$ cat src/rtl/twiddle_cmult.sv
// Pipelined sign-magnitude complex multiplier P = B x W for the FFT butterfly.
// Optional round-half-up on the partial products: define TWIDDLE_CMULT_ROUND_EN.
module twiddle_cmult #(
    parameter int N = 20,
    parameter int Q = 11
) (
    input  logic         clk,
    input  logic         rst_n,
    input  logic         in_valid,
    output logic         in_ready,
    input  logic [N-1:0] b_re,
    input  logic [N-1:0] b_im,
    input  logic [N-1:0] w_re,
    input  logic [N-1:0] w_im,
    output logic         out_valid,
    input  logic         out_ready,
    output logic [N-1:0] p_re,
    output logic [N-1:0] p_im,
    output logic         out_sat
);
    localparam int M  = N - 1;
    localparam int PW = 2 * M;
    localparam logic [M-1:0] SAT_MAG = {{(M - Q){1'b1}}, {Q{1'b0}}};

    typedef struct packed {
        logic         sat;
        logic         sign;
        logic [M-1:0] mag;
    } sm_t;

    // Fixed-point product of two sign-magnitude words, clamped to SAT_MAG.
    function automatic sm_t mul_sm(input logic [N-1:0] x, input logic [N-1:0] y);
        logic [PW-1:0] prod;
        logic [PW-1:0] shifted;
        sm_t           r;
        prod = PW'(x[M-1:0]) * PW'(y[M-1:0]);
`ifdef TWIDDLE_CMULT_ROUND_EN
        prod = prod + (PW'(1) << (Q - 1));
`endif
        shifted = prod >> Q;
        r.sat   = (shifted >= PW'(SAT_MAG));
        r.mag   = r.sat ? SAT_MAG : shifted[M-1:0];
        r.sign  = (x[N-1] ^ y[N-1]) & (r.mag != '0);
        return r;
    endfunction

    // Sign-magnitude addition matching the downstream add_fixed rules.
    function automatic sm_t add_sm(input logic sa, input logic [M-1:0] ma,
                                   input logic sb, input logic [M-1:0] mb);
        logic [M:0] sum;
        logic       sign;
        sm_t        r;
        if (sa == sb) begin
            sum  = {1'b0, ma} + {1'b0, mb};
            sign = sa;
        end else if (ma >= mb) begin
            sum  = {1'b0, ma - mb};
            sign = sa;
        end else begin
            sum  = {1'b0, mb - ma};
            sign = sb;
        end
        r.sat  = (sum >= {1'b0, SAT_MAG});
        r.mag  = r.sat ? SAT_MAG : sum[M-1:0];
        r.sign = sign & (r.mag != '0);
        return r;
    endfunction

    logic         en;
    logic         s1_valid_q, s1_valid_d;
    logic [N-1:0] s1_b_re_q, s1_b_re_d;
    logic [N-1:0] s1_b_im_q, s1_b_im_d;
    logic [N-1:0] s1_w_re_q, s1_w_re_d;
    logic [N-1:0] s1_w_im_q, s1_w_im_d;
    logic         s2_valid_q, s2_valid_d;
    sm_t          rr_q, rr_d;
    sm_t          ii_q, ii_d;
    sm_t          ri_q, ri_d;
    sm_t          ir_q, ir_d;
    logic         out_valid_q, out_valid_d;
    logic [N-1:0] p_re_q, p_re_d;
    logic [N-1:0] p_im_q, p_im_d;
    logic         out_sat_q, out_sat_d;
    sm_t          re_sum;
    sm_t          im_sum;

    assign en       = ~out_valid_q | out_ready;
    assign in_ready = en;

    // Real part subtracts ii, so its sign is inverted before the combine.
    always_comb begin
        re_sum = add_sm(rr_q.sign, rr_q.mag, ~ii_q.sign, ii_q.mag);
        im_sum = add_sm(ri_q.sign, ri_q.mag, ir_q.sign, ir_q.mag);
    end

    always_comb begin
        s1_valid_d  = s1_valid_q;
        s1_b_re_d   = s1_b_re_q;
        s1_b_im_d   = s1_b_im_q;
        s1_w_re_d   = s1_w_re_q;
        s1_w_im_d   = s1_w_im_q;
        s2_valid_d  = s2_valid_q;
        rr_d        = rr_q;
        ii_d        = ii_q;
        ri_d        = ri_q;
        ir_d        = ir_q;
        out_valid_d = out_valid_q;
        p_re_d      = p_re_q;
        p_im_d      = p_im_q;
        out_sat_d   = out_sat_q;
        if (en) begin
            s1_valid_d  = in_valid;
            s1_b_re_d   = b_re;
            s1_b_im_d   = b_im;
            s1_w_re_d   = w_re;
            s1_w_im_d   = w_im;
            s2_valid_d  = s1_valid_q;
            rr_d        = mul_sm(s1_b_re_q, s1_w_re_q);
            ii_d        = mul_sm(s1_b_im_q, s1_w_im_q);
            ri_d        = mul_sm(s1_b_re_q, s1_w_im_q);
            ir_d        = mul_sm(s1_b_im_q, s1_w_re_q);
            out_valid_d = s2_valid_q;
            p_re_d      = {re_sum.sign, re_sum.mag};
            p_im_d      = {im_sum.sign, im_sum.mag};
            out_sat_d   = rr_q.sat | ii_q.sat | ri_q.sat | ir_q.sat
                        | re_sum.sat | im_sum.sat;
        end
    end

    always_ff @(posedge clk or negedge rst_n) begin
        if (!rst_n) begin
            s1_valid_q  <= 1'b0;
            s1_b_re_q   <= '0;
            s1_b_im_q   <= '0;
            s1_w_re_q   <= '0;
            s1_w_im_q   <= '0;
            s2_valid_q  <= 1'b0;
            rr_q        <= '0;
            ii_q        <= '0;
            ri_q        <= '0;
            ir_q        <= '0;
            out_valid_q <= 1'b0;
            p_re_q      <= '0;
            p_im_q      <= '0;
            out_sat_q   <= 1'b0;
        end else begin
            s1_valid_q  <= s1_valid_d;
            s1_b_re_q   <= s1_b_re_d;
            s1_b_im_q   <= s1_b_im_d;
            s1_w_re_q   <= s1_w_re_d;
            s1_w_im_q   <= s1_w_im_d;
            s2_valid_q  <= s2_valid_d;
            rr_q        <= rr_d;
            ii_q        <= ii_d;
            ri_q        <= ri_d;
            ir_q        <= ir_d;
            out_valid_q <= out_valid_d;
            p_re_q      <= p_re_d;
            p_im_q      <= p_im_d;
            out_sat_q   <= out_sat_d;
        end
    end

    assign out_valid = out_valid_q;
    assign p_re      = p_re_q;
    assign p_im      = p_im_q;
    assign out_sat   = out_sat_q;

endmodule
$ cat config.mk
export PLATFORM = sky130hd
export DESIGN_NAME = twiddle_cmult
export DESIGN_NICKNAME = d
export VERILOG_FILES = /design/src/rtl/twiddle_cmult.sv
export SDC_FILE = /design/constraint.sdc
export NUM_CORES = 2
export LEC_CHECK = 0
export BUFFER_PORTS_ARGS = -buffer_cell sky130_fd_sc_hd__buf_2
export CORE_ASPECT_RATIO = 0.6
export CORE_UTILIZATION = 55
export DETAILED_ROUTE_END_ITERATION = 8
export GPL_ROUTABILITY_DRIVEN = 0
export PLACE_DENSITY = 0.69
export SYNTH_ARGS = -nofsm -noshare
export SYNTH_HDL_FRONTEND = slang
export SYNTH_SLANG_ARGS = --single-unit
$ cat constraint.sdc
create_clock -name clk -period 8.3 [get_ports clk]
set_input_delay 0.83 -clock clk [delete_from_list [all_inputs] [get_ports clk]]
set_output_delay 0.83 -clock clk [all_outputs]
set_load 0.1 [all_outputs]
## Yosys cells after proc, flatten, opt, wreduce, memory -nomap -nowiden

Cells that the tools add are included.

| word-level totals | value |
|---|---|
| register bits after elaboration | 208 |
| input bits | 84 |

| cells by class | value |
|---|---|
| magnitude comparators | 8 |
| reduce and logical (&&, ||, !) cells | 6 |
| multipliers | 4 |
| multiplexer cells | 14 |
| bitwise gates (word level) | 18 |
| equality and inequality tests | 2 |
| $add $sub $neg | 6 |

Operators by type and width:

| kind | number |
|---|---|
| $mul 19x19->38 | 4 |
| $mux 19 | 8 |
| $reduce_bool 19->1 | 6 |
| $ge 27x19->1 const B | 4 |
| $sub 19x19->19 | 4 |
| $add 19x19->20 | 2 |
| $ge 20x19->1 const B | 2 |
| $mux 20 | 2 |
| $ge 19x19->1 | 2 |
| $and 1x1->1 | 6 |
| $or 1x1->1 | 6 |
| $mux 1 | 4 |
| $xor 1x1->1 | 4 |
| $eq 1x1->1 | 2 |
| $not 1->1 | 2 |

## Longest topological paths before layout

| logic depth | value |
|---|---|
| depth in word-level cells | 7 |
| gate-level depth with buffers | 29 |
| depth with buffers taken out | 25 |

## Least setup slack after synthesis

OpenSTA, ideal clock, no wires.

| path | value |
|---|---|
| kind | flip-flop to flip-flop |
| start point | register s1_w_im_q[10] |
| end point | register ri_q[1] in the netlist's numbering |
| data arrival time | 7.064 ns |
| slack | 1.171 ns |
| buffers on the path | 4 |
| stages on the path, launching flop included | 27 |
| required time | 8.234 ns |
| clock period less this slack | 7.129 ns |
| setup time | 0.066 ns |
| cells stage by stage | dfrtp_1 > clkbuf_1 > clkbuf_1 > nand2_1 > fa_1 > fa_1 > inv_1 > fa_1 > inv_1 > fa_1 > inv_1 > fa_1 > inv_1 > fa_1 > inv_1 > ha_1 > nand3_1 > or4_1 > o221a_4 > a21oi_2 > xor2_1 > or4_1 > or4_1 > buf_6 > a41oi_4 > buf_6 > a22o_1 |

| between the ends | value |
|---|---|
| longest elaborated chain between the ends | 3 |

RTL lines:

| element | line | text |
|---|---|---|
| from (decl) | 74 | `logic [N-1:0] s1_w_im_q, s1_w_im_d;` |
| from (signal assigned) | 151 | `s1_w_im_q <= s1_w_im_d;` |
| $mul 19x19->38 * | 36 | `prod = PW'(x[M-1:0]) * PW'(y[M-1:0]);` |
| $ge 27x19->1 | 41 | `r.sat = (shifted >= PW'(SAT_MAG));` |
| $mux 19 * | 42 | `r.mag = r.sat ? SAT_MAG : shifted[M-1:0];` |
| to (signal assigned) | 155 | `ri_q <= ri_d;` |
| to (decl) | 78 | `sm_t ri_q, ri_d;` |

Every way passes the cells marked *; elsewhere a longest branch is shown, timed or not.
A chain may end at the register's enable or synchronous reset.

## Worst setup path in the final report

| path | value |
|---|---|
| start point | register s1_w_re_q[7] |
| end point | register ir_q[9] in the netlist's numbering |

| between the ends | value |
|---|---|
| longest elaborated chain between the ends | 3 |

RTL lines:

| element | line | text |
|---|---|---|
| from (decl) | 73 | `logic [N-1:0] s1_w_re_q, s1_w_re_d;` |
| from (signal assigned) | 150 | `s1_w_re_q <= s1_w_re_d;` |
| $mul 19x19->38 * | 36 |  |
| $ge 27x19->1 | 41 |  |
| $mux 19 * | 42 |  |
| to (signal assigned) | 156 | `ir_q <= ir_d;` |
| to (decl) | 79 | `sm_t ir_q, ir_d;` |

Marks and branches as above.

==> metrics.txt <==
# TYPE chip_impl_metric gauge
chip_impl_info{name="status",value="completed"} 1
chip_impl_metric{name="clock_slew_at_reported_path_ffs",unit="ns"} 0.07
chip_impl_metric{name="yosys.cell_types.count",unit=""} 104
chip_impl_metric{name="setup_slack",unit="ns"} 0.239
chip_impl_info{name="mostFrequentLayoutCells",value="sky130_fd_sc_hd__fa_1 (1154), sky130_fd_sc_hd__inv_1 (1128), sky130_fd_sc_hd__and2_1 (960)"} 1
chip_impl_metric{name="required",unit="ns"} 8.86
chip_impl_info{name="mostFrequentLayoutCell",value="sky130_fd_sc_hd__fa_1"} 1
chip_impl_metric{name="clock_skew",unit="ns"} 0.0284
chip_impl_info{name="cell_breakdown_of_the_critical_path",value="nand2_1, fa_1, fa_1, fa_1, inv_1, fa_1, fa_1, fa_1, ha_1, nand2_1, o211ai_1, o31ai_1, o21bai_1, o31ai_1, nand2_1, a311o_1, nor4_2, nand4b_4, a41oi_1, buf_4, a22o_1"} 1
chip_impl_metric{name="track_usage",unit="%"} 32.6
chip_impl_metric{name="synth.avg_cell_area",unit="um^2"} 8.88
chip_impl_metric{name="vias_per_cell",unit=""} 5.81
chip_impl_metric{name="cts_inserted_buffers",unit=""} 26
chip_impl_metric{name="floorplan_row_count",unit=""} 93
chip_impl_metric{name="share_of_cells_above_drive_strength_1",unit="%"} 6.11
chip_impl_metric{name="postSynthCellCount",unit=""} 6839
chip_impl_metric{name="postLayoutCellArea",unit="um^2"} 64200
chip_impl_metric{name="postCtsSetupBuffers",unit=""} 0
chip_impl_metric{name="detail_route.drc_violations",unit=""} 0
chip_impl_metric{name="detail-route-antenna-nets",unit=""} 0
chip_impl_metric{name="area_delta_synth_final",unit="%"} 5.71
chip_impl_metric{name="grt_remaining_overflow",unit=""} 0
chip_impl_metric{name="worst_hold_slack",unit="ns"} 0.214
chip_impl_metric{name="tcrit_tclk_final",unit="%"} 97.1
chip_impl_info{name="unrepaired_setup_endpoints_after_global_routing",value="false"} 1
chip_impl_metric{name="portBuffers",unit=""} 126
chip_impl_metric{name="core-area",unit="um^2"} 108000
chip_impl_metric{name="htree_num_levels",unit=""} 1
chip_impl_metric{name="nNetsFinal",unit=""} 8578
chip_impl_metric{name="n_fill_cell",unit=""} 9494
chip_impl_info{name="r2r-start",value="s1_w_re_q[7]$_DFFE_PN0P_"} 1
chip_impl_info{name="worstReg2RegEnd",value="ir_q[9]$_DFFE_PN0P_"} 1
chip_impl_info{name="clock_tree_from_tritoncts",value="built"} 1
chip_impl_metric{name="hold_violations",unit=""} 0
chip_impl_metric{name="first_global_vias",unit=""} 49300
chip_impl_info{name="ys.flop_type",value="sky130_fd_sc_hd__dfrtp_1"} 1
chip_impl_metric{name="vias",unit=""} 47900
chip_impl_metric{name="ys_seq_area_share",unit="%"} 8.57
chip_impl_metric{name="fin_setup_tns",unit="ns"} 0
chip_impl_metric{name="synth-edff-count",unit=""} 0
chip_impl_info{name="path_common_cell",value="sky130_fd_sc_hd__fa_1"} 1
chip_impl_metric{name="dieArea",unit="um^2"} 112000
chip_impl_metric{name="ys_ff_latch",unit=""} 208
chip_impl_metric{name="critical_path_peak_fanout",unit=""} 25
chip_impl_metric{name="placement.setup.worst_slack",unit="ns"} 0.203
chip_impl_metric{name="initial_antenna_violation_count",unit=""} 8
chip_impl_metric{name="starting_drt_drc_count",unit=""} 4711
chip_impl_metric{name="finalSetupViolations",unit=""} 0
chip_impl_metric{name="critical_path_arrival",unit="ns"} 8.62
chip_impl_metric{name="routedWlPerCell",unit="um"} 21.5
chip_impl_metric{name="cts_buffer_depth",unit=""} 3
chip_impl_info{name="critical_path_class",value="reg2reg"} 1
chip_impl_metric{name="postPlaceCellArea",unit="um^2"} 63300
chip_impl_metric{name="maxCapViolations",unit=""} 0
chip_impl_metric{name="max_clock_freq",unit="MHz"} 124
chip_impl_metric{name="horizontal_extent_of_the_die",unit="um"} 431
chip_impl_metric{name="wire_length_of_the_first_global_routing_pass",unit="um"} 286000
chip_impl_metric{name="critical_path.max_stage_delay",unit="ns"} 1.19
chip_impl_info{name="library_cell_contributing_the_largest_single_delay_on_the_critical_path",value="sky130_fd_sc_hd__dfrtp_1"} 1
chip_impl_metric{name="critical_path_buf_inv_count",unit=""} 2
chip_impl_metric{name="regToRegSetupSlack",unit="ns"} 0.24
chip_impl_metric{name="synthesized_area",unit="um^2"} 60700
chip_impl_metric{name="synthesis.yosys.warnings",unit=""} 0
chip_impl_metric{name="worst_slew_pin_slew",unit="ns"} 1.27
chip_impl_metric{name="cts.sink_count",unit=""} 208
chip_impl_metric{name="start_util",unit="%"} 56.1
chip_impl_metric{name="post_synth_arst_share",unit="%"} 100
chip_impl_info{name="cp-start-kind",value="flip-flop"} 1
chip_impl_metric{name="finalWirelength",unit="um"} 177000
chip_impl_metric{name="dp.final_hpwl",unit="um"} 142000
chip_impl_metric{name="period_needed",unit="ns"} 8.06
chip_impl_info{name="cts.root.buffer_cell",value="sky130_fd_sc_hd__clkbuf_16"} 1
chip_impl_metric{name="count_of_boundary_i_o_pins",unit=""} 127
chip_impl_metric{name="net_count_of_the_mapped_netlist",unit=""} 8665
chip_impl_metric{name="worstSkewPairLatency",unit="ns"} 0.64
chip_impl_info{name="timing.critical_path.to_type",value="flip-flop"} 1
chip_impl_metric{name="slew_viol_final",unit=""} 0
chip_impl_metric{name="chipHeight",unit="um"} 259
chip_impl_metric{name="grt_max_degree",unit=""} 132
chip_impl_metric{name="dr.pass1.iters",unit=""} 8
chip_impl_info{name="worstHoldPathType",value="in2async"} 1
chip_impl_metric{name="slew_margin_rel",unit="%"} 15.4
chip_impl_metric{name="r2r.worst_path.cells",unit=""} 21
chip_impl_info{name="path_delay_family",value="adder cells"} 1
-- flip-flops by register name, summed over array words and instances, names as in the netlist, 20 cells and up --
register	cells
ir_q	21
p_im	20
s1_w_im_q	20
rr_q	21
s1_b_re_q	20
s1_b_im_q	20
ri_q	21
ii_q	21
s1_w_re_q	20
p_re	20
-- cells in the mapped netlist, types with 93 or more instances --
| library cell | number | share of area, % |
|---|---|---|
| sky130_fd_sc_hd__fa_1 | 1154 | 38 |
| sky130_fd_sc_hd__inv_1 | 1129 | 7.0 |
| sky130_fd_sc_hd__and2_1 | 960 | 9.9 |
| sky130_fd_sc_hd__nand2_1 | 884 | 5.5 |
| sky130_fd_sc_hd__ha_1 | 588 | 12 |
| sky130_fd_sc_hd__clkbuf_1 | 392 | 2.4 |
| sky130_fd_sc_hd__a21oi_1 | 234 | 1.9 |
| sky130_fd_sc_hd__dfrtp_1 | 208 | 8.6 |
| sky130_fd_sc_hd__nor2_1 | 175 | 1.1 |
| sky130_fd_sc_hd__o21ai_0 | 107 | 0.88 |
| sky130_fd_sc_hd__a21o_1 | 104 | 1.3 |
| sky130_fd_sc_hd__xnor2_1 | 93 | 1.3 |
-- cell type report --
class                           count  area [um^2]  area share [%]
Sequential cell                   208         5210            8.12
Antenna cell                        1         2.50         0.00390
Tap cell                         1472         1840            2.87
Clock buffer                       34          701            1.09
Inverter                         1129         4240            6.61
Clock inverter                     13          168           0.261
Timing Repair Buffer              316         2400            3.75
Multi-Input combinational cell   5071        49600            77.3
-- kinds of logic (layout without fill, tap and decap cells) --
family / count (synthesis) / in the layout / synth area share, %
other: 0 / 1 / 0
multiplexers: 12 / 12 / 0.200
adder cells (fa/ha/maj): 1742 / 1742 / 50.2
AO/OA/AOI/OAI: 845 / 845 / 9.47
flip-flops: 208 / 208 / 8.57
AND/OR/NAND/NOR: 2330 / 2330 / 19.8
buffers and inverters: 1560 / 1492 / 9.77
XOR/XNOR: 142 / 142 / 2.05
-- what timing repair did --
item	CTS	global route
setup endpoints to repair	0	41
gates resized for setup	0	6
endpoints found under the hold margin	0	0
hold buffers	0	0
-- per-layer routing --
| metal | vias to the layer above | global-route usage (%) | wire length (um) |
|---|---|---|---|
| li1 | 21100 | - | - |
| met1 | 24200 | 50.0 | 80100 |
| met2 | 2348 | 45.8 | 71800 |
| met3 | 243 | 8.92 | 20800 |
| met4 | 6 | 6.78 | 4210 |
| met5 | - | 0 | 41 |
-- worst max path at each step --
stage                                          from              endpoint  slack, ns  depth (start not counted)
after global routing       s1_b_im_q[6]$_DFFE_PN0P_   ir_q[4]$_DFFE_PN0P_       0.01                         24
after global placement     s1_w_im_q[6]$_DFFE_PN0P_  ii_q[20]$_DFFE_PN0P_       0.44                         25
after floorplan           s1_w_im_q[10]$_DFFE_PN0P_   ri_q[1]$_DFFE_PN0P_       1.17                         26
after CTS                  s1_w_im_q[6]$_DFFE_PN0P_  ii_q[20]$_DFFE_PN0P_       0.13                         25
after detailed placement   s1_w_im_q[6]$_DFFE_PN0P_   ii_q[4]$_DFFE_PN0P_       0.20                         25
final                      s1_w_re_q[7]$_DFFE_PN0P_   ir_q[9]$_DFFE_PN0P_       0.24                         21
-- per-stage QoR --
stage	util, %	std cells
3_3_place_gp	58.4	8196
6_report	59.3	8244
4_1_cts	59.2	8243
5_1_grt	59.3	8243
3_5_place_dp	58.4	8196
2_1_floorplan	-	6839
Power is not shown: default switching activity piles up to over one toggle a cycle in this logic, so the estimate is an artifact.
